File: src/rtl/uart_word_pkg.sv
// Shared constants and FSM encoding for the word-to-UART serializer.
// Optional feature macro: UART_WORD_CHECKSUM_EN (adds the CSUM state).
package uart_word_pkg;

  localparam int unsigned UART_DATA_BITS = 8;
  localparam logic        UART_START_BIT = 1'b0;
  localparam logic        UART_STOP_BIT  = 1'b1;
  // Idle-high cycles between a stop bit and the next start bit (LOAD, SEND, sub-module latch).
  localparam int unsigned IFG_CYCLES     = 3;

  typedef enum logic [2:0] {
    StIdle = 3'd0,
    StLoad = 3'd1,
    StSend = 3'd2,
    StWait = 3'd3,
`ifdef UART_WORD_CHECKSUM_EN
    StCsum = 3'd4,
`endif
    StDone = 3'd5
  } state_e;

  // Byte-index width; never narrower than one bit, even for a single-byte word.
  function automatic int unsigned cnt_width(input int unsigned n);
    return (n > 1) ? $clog2(n) : 1;
  endfunction

endpackage

File: src/rtl/uart_word_tx_if.sv
// Handshake bundle between the result register side and the word serializer.
interface uart_word_tx_if #(
  parameter int unsigned WORD_W = 256
);
  logic              start;
  logic [WORD_W-1:0] data_in;
  logic              msb_first;
  logic              busy;
  logic              done;
  logic              tx;

  modport master (output start, data_in, msb_first, input busy, done, tx);
  modport slave  (input start, data_in, msb_first, output busy, done, tx);
endinterface

File: src/rtl/uart_tx_byte.sv
// Single 8N1 UART frame transmitter; owns the baud and bit counters.
// byte_done is high during the last cycle of the stop bit.
module uart_tx_byte
  import uart_word_pkg::*;
#(
  parameter int unsigned CLKS_PER_BIT = 87
) (
  input  logic       clock,
  input  logic       reset,
  input  logic       i_byte_valid,
  input  logic [7:0] i_byte_data,
  output logic       o_tx,
  output logic       o_byte_active,
  output logic       o_byte_done
);

  localparam int unsigned BAUD_W = $clog2(CLKS_PER_BIT);
  localparam logic [BAUD_W-1:0] LAST_BAUD = BAUD_W'(CLKS_PER_BIT - 1);
  localparam logic [BAUD_W-1:0] DONE_BAUD = BAUD_W'(CLKS_PER_BIT - 2);
  // Bit slot 0 is the start bit, 1..8 data, 9 the stop bit.
  localparam logic [3:0] STOP_SLOT = 4'(UART_DATA_BITS + 1);
  localparam logic [3:0] LAST_DATA = 4'(UART_DATA_BITS);

  logic              r_tx;
  logic              r_active;
  logic              r_done;
  logic [BAUD_W-1:0] r_baud;
  logic [3:0]        r_bit;
  logic [7:0]        r_shift;

  // Frame sequencer: latch a byte when idle, then shift it out one bit per baud period.
  always_ff @(posedge clock) begin
    if (reset) begin
      r_tx     <= UART_STOP_BIT;
      r_active <= 1'b0;
      r_done   <= 1'b0;
      r_baud   <= '0;
      r_bit    <= '0;
      r_shift  <= '0;
    end else begin
      r_done <= 1'b0;
      if (!r_active) begin
        if (i_byte_valid) begin
          r_tx     <= UART_START_BIT;
          r_active <= 1'b1;
          r_baud   <= '0;
          r_bit    <= '0;
          r_shift  <= i_byte_data;
        end
      end else if (r_baud == LAST_BAUD) begin
        r_baud <= '0;
        if (r_bit == STOP_SLOT) begin
          r_active <= 1'b0;
          r_tx     <= UART_STOP_BIT;
        end else begin
          r_bit <= r_bit + 4'd1;
          if (r_bit == LAST_DATA) begin
            r_tx <= UART_STOP_BIT;
          end else begin
            r_tx    <= r_shift[0];
            r_shift <= r_shift >> 1;
          end
        end
      end else begin
        r_baud <= r_baud + 1'b1;
        if (r_bit == STOP_SLOT && r_baud == DONE_BAUD) begin
          r_done <= 1'b1;
        end
      end
    end
  end

  assign o_tx          = r_tx;
  assign o_byte_active = r_active;
  assign o_byte_done   = r_done;

endmodule

File: src/rtl/uart_word_tx.sv
// Word-to-UART serializer: latches a WORD_W-bit word on start and sends it as WORD_W/8
// 8N1 frames in LSB-first or MSB-first byte order, then pulses done.
// Optional feature macro: UART_WORD_CHECKSUM_EN appends an XOR checksum frame.
module uart_word_tx
  import uart_word_pkg::*;
#(
  parameter int unsigned WORD_W       = 256,
  parameter int unsigned CLKS_PER_BIT = 87
) (
  input logic           clock,
  input logic           reset,
  uart_word_tx_if.slave bus
);

  localparam int unsigned N_BYTES = WORD_W / 8;
  localparam int unsigned CNT_W   = cnt_width(N_BYTES);
  localparam logic [CNT_W-1:0] LAST_IDX = CNT_W'(N_BYTES - 1);

  state_e            r_state;
  logic [WORD_W-1:0] r_word;
  logic              r_msb_first;
  logic [CNT_W-1:0]  r_idx;
  logic [7:0]        r_byte;
  logic              r_byte_valid;
  logic              r_busy;
  logic              r_done;
`ifdef UART_WORD_CHECKSUM_EN
  logic [7:0]        r_csum;
  logic              r_csum_sent;
`endif

  logic [CNT_W-1:0]  w_sel_idx;
  logic [7:0]        w_byte;
  logic              w_tx;
  logic              w_byte_active;
  logic              w_byte_done;

  assign w_sel_idx = r_msb_first ? (LAST_IDX - r_idx) : r_idx;

  // Byte mux: pick the frame payload out of the shadow word.
  always_comb begin
    w_byte = '0;
    for (int b = 0; b < N_BYTES; b++) begin
      if (w_sel_idx == CNT_W'(b)) begin
        w_byte = r_word[b*8 +: 8];
      end
    end
  end

  // Transfer sequencer with registered busy/done/byte_valid outputs.
  always_ff @(posedge clock) begin
    if (reset) begin
      r_state      <= StIdle;
      r_word       <= '0;
      r_msb_first  <= 1'b0;
      r_idx        <= '0;
      r_byte       <= '0;
      r_byte_valid <= 1'b0;
      r_busy       <= 1'b0;
      r_done       <= 1'b0;
`ifdef UART_WORD_CHECKSUM_EN
      r_csum       <= '0;
      r_csum_sent  <= 1'b0;
`endif
    end else begin
      r_done       <= 1'b0;
      r_byte_valid <= 1'b0;
      unique case (r_state)
        StIdle: begin
          if (bus.start) begin
            r_word      <= bus.data_in;
            r_msb_first <= bus.msb_first;
            r_idx       <= '0;
            r_busy      <= 1'b1;
            r_state     <= StLoad;
`ifdef UART_WORD_CHECKSUM_EN
            r_csum      <= '0;
            r_csum_sent <= 1'b0;
`endif
          end
        end
        StLoad: begin
          r_byte  <= w_byte;
`ifdef UART_WORD_CHECKSUM_EN
          r_csum  <= r_csum ^ w_byte;
`endif
          r_state <= StSend;
        end
        StSend: begin
          // The previous frame has always finished by now; the check keeps a stray
          // byte_valid from being dropped silently if the gap is ever shortened.
          if (!w_byte_active) begin
            r_byte_valid <= 1'b1;
            r_state      <= StWait;
          end
        end
        StWait: begin
          if (w_byte_done) begin
            if (r_idx != LAST_IDX) begin
              r_idx   <= r_idx + 1'b1;
              r_state <= StLoad;
            end
`ifdef UART_WORD_CHECKSUM_EN
            else if (!r_csum_sent) begin
              r_csum_sent <= 1'b1;
              r_state     <= StCsum;
            end
`endif
            else begin
              r_state <= StDone;
            end
          end
        end
`ifdef UART_WORD_CHECKSUM_EN
        StCsum: begin
          r_byte  <= r_csum;
          r_state <= StSend;
        end
`endif
        StDone: begin
          r_done  <= 1'b1;
          r_busy  <= 1'b0;
          r_state <= StIdle;
        end
        default: r_state <= StIdle;
      endcase
    end
  end

  uart_tx_byte #(
    .CLKS_PER_BIT (CLKS_PER_BIT)
  ) u_tx_byte (
    .clock         (clock),
    .reset         (reset),
    .i_byte_valid  (r_byte_valid),
    .i_byte_data   (r_byte),
    .o_tx          (w_tx),
    .o_byte_active (w_byte_active),
    .o_byte_done   (w_byte_done)
  );

  assign bus.tx   = w_tx;
  assign bus.busy = r_busy;
  assign bus.done = r_done;

endmodule

File: src/flat_wrapper.sv
// flat-port wrapper written by rule: the top's interface ports become plain ports
module uart_word_tx_flat import uart_word_pkg::*;
#(
  parameter int unsigned WORD_W       = 256,
  parameter int unsigned CLKS_PER_BIT = 87
)
  (clock, reset, bus_start, bus_data_in, bus_msb_first, bus_busy, bus_done, bus_tx);
  uart_word_tx_if #(.WORD_W(WORD_W)) bus_i ();
  input logic clock;
  input logic reset;
  input wire logic [$bits(bus_i.start)-1:0] bus_start;
  input wire logic [$bits(bus_i.data_in)-1:0] bus_data_in;
  input wire logic [$bits(bus_i.msb_first)-1:0] bus_msb_first;
  output wire logic [$bits(bus_i.busy)-1:0] bus_busy;
  output wire logic [$bits(bus_i.done)-1:0] bus_done;
  output wire logic [$bits(bus_i.tx)-1:0] bus_tx;
  assign bus_i.start = bus_start;
  assign bus_i.data_in = bus_data_in;
  assign bus_i.msb_first = bus_msb_first;
  assign bus_busy = bus_i.busy;
  assign bus_done = bus_i.done;
  assign bus_tx = bus_i.tx;
  uart_word_tx #(.WORD_W(WORD_W), .CLKS_PER_BIT(CLKS_PER_BIT)) u_core (.clock(clock), .reset(reset), .bus(bus_i));
endmodule
File: config.mk
export PLATFORM = sky130hd
export DESIGN_NAME = uart_word_tx_flat
export DESIGN_NICKNAME = d
export VERILOG_FILES = /design/src/rtl/uart_word_pkg.sv /design/src/rtl/uart_word_tx_if.sv /design/src/rtl/uart_tx_byte.sv /design/src/rtl/uart_word_tx.sv /design/src/flat_wrapper.sv
export SDC_FILE = /design/constraint.sdc
export NUM_CORES = 1
export LEC_CHECK = 0
export BUFFER_PORTS_ARGS = -buffer_cell sky130_fd_sc_hd__buf_2
export CAP_MARGIN = 25
export CORE_MARGIN = 5
export CORE_UTILIZATION = 30
export DETAILED_ROUTE_END_ITERATION = 16
export PLACE_DENSITY = 0.62
export SLEW_MARGIN = 30
export SYNTH_ARGS = -nofsm -noshare
export SYNTH_HDL_FRONTEND = slang
export SYNTH_HIERARCHICAL = 1
export SYNTH_SLANG_ARGS = --single-unit
File: constraint.sdc
create_clock -name clock -period 1.95 [get_ports clock]
set_input_delay 0.39 -clock clock [delete_from_list [all_inputs] [get_ports clock]]
set_output_delay 0.39 -clock clock [all_outputs]
set_load 0.02 [all_outputs]
# Word level (Yosys, flattened, before mapping)
# Cells that the tools add are included.
classes:
  n_addsub: 4
  n_reduce_logical: 15
  n_bitwise: 2
  eq_ne: 47
  mux: 68
op_table:
  columns: ["op", "count"]
  rows:
  - ["$mux W8", 37]
  - ["$eq A5 B5 Y1 const B", 16]
  - ["$eq A5 B4 Y1 const B", 8]
  - ["$mux W7", 3]
  - ["$eq A5 B3 Y1 const B", 4]
  - ["$mux W5", 4]
  - ["$mux W4", 4]
  - ["$eq A7 B7 Y1 const B", 2]
  - ["$mux W1", 13]
  - ["$mux W3", 4]
  - ["$pmux W3 S4", 1]
  - ["$eq A5 B2 Y1 const B", 2]
  - ["$ne A2 B2 Y1 const B", 5]
  - ["$pmux W5 S2", 1]
  - ["$eq A4 B4 Y1 const B", 2]
  - ["$reduce_and A4 Y1", 2]
  - ["$add A7 B1 Y7 const B", 1]
  - ["$eq A3 B2 Y1 const B", 2]
  - ["$reduce_and A2 Y1", 3]
  - ["$reduce_and A3 Y1", 2]
  - ["$reduce_bool A2 Y1", 3]
  - ["$add A5 B1 Y5 const B", 1]
  - ["$eq A5 B1 Y1 const B", 1]
  - ["$logic_not A5 Y1", 1]
  - ["12 further kinds", 14]
word_totals:
  wordCells: 150
  output_inout_bits: 3
  inputBits: 260
  reg_bits: 298

# Longest topological paths before layout
depth:
  ltp_word: 35
  depth_mapped: 12
  depth_no_buf: 8

# By module
# The synthesis kept the hierarchy.
modules_own_cells:
  columns: ["mod", "n_inst", "area_each_um2", "seq_area_each_um2", "cells_each"]
  rows:
  - ["uart_word_tx", 1, 12418.2, 5525.3, 1659]
  - ["uart_tx_byte", 1, 1270.0, 440.4, 139]

# Worst setup path before layout
# No wires, ideal clock.
synth_path:
  path_type: "reg-to-reg"
  start: "reg u_core.r_idx[0]"
  end: "reg u_core.r_byte[6]"
  slack_ns: -0.187
  required_ns: 1.881
  arrival_ns: 2.068
  period_less_slack_ns: 2.137
  path_stages_with_launch: 11
  path_buffers: 2
  setup_time_ns: 0.069
  path_cell_list: "dfxtp_1 -> buf_4 -> or3b_4 -> buf_6 -> o22ai_4 -> a21oi_2 -> a2111oi_2 -> o21ai_1 -> a32oi_1 -> a211oi_1 -> o21ai_1"
synth_between:
  elab_chain_len: 35
  elab_cells_between_ends: 66
  classes_between: "add/sub: 1; eq/ne: 31; mux: 33; reduce/logical: 1"
synth_rtl:
  columns: ["element", "line_no", "source"]
  rows:
  - ["start: declaration", "uart_word_tx.sv:22", "logic [CNT_W-1:0] r_idx;"]
  - ["start signal: assignment", "uart_word_tx.sv:100", "r_idx <= r_idx + 1'b1;"]
  - ["$sub A5 B5 Y5", "uart_word_tx.sv:38", "assign w_sel_idx = r_msb_first ? (LAST_IDX - r_idx) : r_idx;"]
  - ["$mux W5 (*)", "uart_word_tx.sv:38", null]
  - ["$logic_not A5 Y1", "uart_word_tx.sv:44", "if (w_sel_idx == CNT_W'(b)) begin"]
  - ["$mux W8 (31 in a row)", "uart_word_tx.sv:44", null]
  - ["$mux W8 (*)", "uart_word_tx.sv:44", null]
  - ["end signal: assignment", "uart_word_tx.sv:83", "r_byte <= w_byte;"]
  - ["end: declaration", "uart_word_tx.sv:23", "logic [7:0] r_byte;"]
# Mark *: on every way between the ends. The rest lies on a longest branch, timed or not.
# A chain may end at the register's enable or synchronous reset.

# Final worst setup path
layout_path:
  start: "reg u_core.r_msb_first"
  end: "reg u_core.r_byte[4]"
layout_between:
  elab_chain_len: 34
  elab_cells_between_ends: 65
  classes_between: "eq/ne: 31; mux: 33; reduce/logical: 1"
layout_rtl:
  columns: ["element", "line_no", "source"]
  rows:
  - ["start: declaration", "uart_word_tx.sv:21", "logic r_msb_first;"]
  - ["start signal: assignment", "uart_word_tx.sv:72", "r_msb_first <= bus.msb_first;"]
  - ["$mux W5 (*)", "uart_word_tx.sv:38", null]
  - ["$logic_not A5 Y1", "uart_word_tx.sv:44", null]
  - ["$mux W8 (31 in a row)", "uart_word_tx.sv:44", null]
  - ["$mux W8 (*)", "uart_word_tx.sv:44", null]
# Marks and branches as above.

==> parameters.txt <==
Parameter                              Value

Worst setup path
  Critical path arrival ... 3030 ps
  Cell mode on critical path ... sky130_fd_sc_hd__buf_6
  Type of the worst setup path ... reg -> reg
  CP max stage delay ... 610 ps
  Data required, critical path ... 2420 ps
  Crit path capture type ... register
  Critical Path Source Type ... register
  Reg-to-reg startpoint ... u_core/r_msb_first
  Max FO, Critical Path ... 6
  Worst-path cell chain ... buf_6 > nand3b_1 > buf_12 > o22ai_4 > buf_6 > a222oi_1 > a41oi_2 > buf_4 > o21ai_4 > o211ai_1 > o2bb2ai_1
  Cell type of the slowest stage on the worst timing path ... sky130_fd_sc_hd__a222oi_1
  Critical path startpoint ... u_core/r_msb_first

Pwr
  Sequential power share ... 0.442
  Leakage power figure ... 0.00740 uW
  Total power consumption of the routed design ... 15,500 uW
  Design internal power ... 11,200 uW
  Sw Share ... 0.276
  Worst vdd ir ... 0.659 mV
  Pwr dens ... 825 nW/um^2
  Part of the total power dissipated in combinational logic ... 0.168
  Clock network fraction of total power ... 0.390
  Total net switching power ... 4290 uW

Clock tree
  Number of clock sinks ... 298
  Clock tree from TritonCTS ... yes
  CTS buffer count ... 31
  Latest clock arrival within the worst-skew pair ... 580 ps
  Clock transition time at the flip-flop clock pins of the worst setup and hold paths ... 60 ps
  CTS Root Buffer Type ... sky130_fd_sc_hd__clkbuf_16
  Buffer depth of the longest clock path ... 3
  CTS H-tree lvls ... 1

Timing
  Worst Clk Skew ... 26.3 ps
  Fraction of the cycle the final worst path needs ... 1.31
  Number of max-slew violations in the final report ... 0
  TNS Setup ... -3950 ps
  Post-route worst setup slack ... -611 ps
  Setup-violating endpoint count in the final report ... 12
  Max_slew headroom ... 0.512
  Highest attainable clock frequency ... 390 MHz
  Crit path time final ... 2560 ps
  RSZ-0062 raised after global routing ... yes
  Final-report hold violation count ... 0
  Transition time at the pin with the least slew margin ... 723 ps

Global route
  Vias in the first global route ... 14.2k
  Initial antenna violation count ... 0
  Remaining global-route overflow ... 0
  First-pass GRT wire length ... 79,200 um
  Aggregate global-route resource usage ... 0.195
  Maximum number of pins on one net before global-route repair ... 150

Place
  Detailed placement HPWL ... 39,300 um
  Routability Congestion ... 0.922
  Placement-stage worst setup slack ... -773 ps
  Port buffer count ... 262

Yosys
  Leading post-synthesis cells by instance count ... 572 x sky130_fd_sc_hd__nand2_1, 303 x sky130_fd_sc_hd__a21oi_1, 298 x sky130_fd_sc_hd__dfxtp_1
  Total of flip-flops plus latches after synthesis ... 298
  Count of distinct cell types in the synthesized netlist ... 85
  Number of cells produced by synthesis ... 1,798
  Sequential cell area fraction in the yosys report ... 0.436
  Largest cells by area after synthesis ... sky130_fd_sc_hd__dfxtp_1 44%, sky130_fd_sc_hd__nand2_1 16%, sky130_fd_sc_hd__a21oi_1 11%
  Primary FF master, synth ... sky130_fd_sc_hd__dfxtp_1
  Mean post-synth cell area ... 7.61 sq um
  Proportion of register bits with asynchronous set or reset after synthesis ... 0
  Largest area contributor in the netlist ... sky130_fd_sc_hd__dfxtp_1
  Number of flops mapped to enable cells by yosys ... 0
  Cell area after synthesis ... 13,700 sq um
  Most numerous cell in the Yosys netlist ... sky130_fd_sc_hd__nand2_1
  Yosys warning total ... 6
  Post-Synthesis Net Count ... 2,066
  Area share of the largest cell type after synthesis ... 0.436

Routing
  Via density per instance ... 5.16
  Via count of the routed design ... 14.6k
  Total wire length after detailed routing ... 51,700 um
  Wire length per cell ... 18.3 um
  Antenna viol nets, final ... 0
  Detailed Routing Iterations Pass 1 ... 7
  Iteration-0 DRC count of the detailed router ... 1,068
  DRC Markers ... 0

Cells and area
  Final net count ... 2,472
  Layout cells sized above 1 ... 0.305
  Area delta synth->final ... 37.6%
  Count of inserted antenna diode cells ... 0
  Filler cell count ... 4,648

Floorplan
  Number of placement rows ... 78
  Area enclosed by the die boundary ... 50,000 sq um
  Area of the placeable core ... 45,300 sq um
  Die Span X ... 224 um
  Die height ... 224 um
  Effective utilization at floorplan ... 0.302
  Boundary pin count ... 263

Outcome
  Failing checks ... negative setup slack
  Outcome ... complete, but fails checks

Worst hold path
  Critical hold path startpoint ... bus_data_in[228]
  Worst min path class ... in -> reg

Run
  Max-cap violations ... 0
-- repair_timing --
| item | CTS | global route |
|---|---|---|
| setup endpoints to repair | 13 | 76 |
| hold buffers | 0 | 0 |
| cloned | 2 | 0 |
| gates resized for setup | 77 | 33 |
| buffers inserted | 25 | 6 |
| pin swaps | 22 | 29 |
-- kinds of logic after synthesis --
family	synth area share
fa+ha+maj	0.00731
buf+inv	0.0470
compound gates	0.256
simple gates	0.243
flops	0.436
mux	0.00768
xor+xnor	0.00256
-- placed cells by master, fill, tap and decap left out, drive strengths merged, types with 17 or more instances in the layout --
master and n:
o221ai 17, clkbuf 42, o22ai 59, nand3 23, dfxtp 298, o21ai 31
a21oi 304, inv 19, nor2 61, nor3 37, buf 502, nand2 573
a22oi 32
-- final timing paths --
| path | endpoint | slack (ps) | depth (start not counted) |
|---|---|---|---|
| max | u_core/r_byte[4] | -610 | 11 |
| min | u_core/r_word[228] | 40 | 3 |
| max reg2reg | u_core/r_byte[4] | -610 | 11 |
| min reg2reg | u_core/r_word[189] | 460 | 2 |
-- worst max-delay path, delay by kind of cell, from the launching register on --
kind	cells	cell delay (ps)
buf+inv	4	600
simple gates	1	130
compound gates	6	1350
flops	1	360
-- cell type report --
| class | instances | area [sq um] | share of cell area |
|---|---|---|---|
| Clock buffer | 41 | 863 | 0.0458 |
| Clock inverter | 11 | 164 | 0.00870 |
| Inverter | 18 | 67.6 | 0.00359 |
| Timing Repair Buffer | 504 | 3410 | 0.181 |
| Tap cell | 600 | 751 | 0.0399 |
| Multi-Input combinational cell | 1351 | 7590 | 0.403 |
| Sequential cell | 298 | 5990 | 0.318 |
-- registers in the layout, indices dropped and copies added (netlist names) --
name	cells
u_core/r_msb_first	1
u_core/u_tx_byte/o_byte_done	1
u_core/u_tx_byte/r_bit	4
u_core/u_tx_byte/o_tx	1
u_core/u_tx_byte/r_shift	8
u_core/bus.done	1
u_core/u_tx_byte/r_baud	7
u_core/u_tx_byte/o_byte_active	1
u_core/bus.busy	1
u_core/r_state	3
u_core/r_word	256
u_core/r_byte_valid	1
u_core/r_idx	5
u_core/r_byte	8
-- metal layers --
metal | routed length [um] | GRT usage | up-vias
li1 | - | - | 7129
met1 | 23800 | 0.271 | 6961
met2 | 24100 | 0.322 | 421
met3 | 2840 | 0.0284 | 60
met4 | 1010 | 0.0439 | 0
met5 | 0 | 0 | -
-- power by group through the flow --
| stage | clock (uW) | combinational, uW | sequential (uW) |
|---|---|---|---|
| 6_report | 6060 | 2610 | 6860 |
| 5_1_grt | 6420 | 2870 | 6890 |
| 4_1_cts | 6190 | 2570 | 6850 |
| 3_5_place_dp | 0 | 2430 | 6980 |
| 3_3_place_gp | 0 | 2380 | 6980 |
| 2_1_floorplan | 0 | 1380 | 6840 |
-- per-stage QoR --
stage | hold slack (ps) | std cells | area, sq um | util
after floorplan | 432 | 1798 | 13800 | -
after global placement | 444 | 2740 | 17000 | 0.376
after detailed placement | 449 | 2740 | 17000 | 0.376
after CTS | 22.2 | 2817 | 18600 | 0.412
after global routing | 30.3 | 2823 | 18800 | 0.416
final | 40.5 | 2823 | 18800 | 0.416
No activity file was read; power rests on OpenSTA's default activity.
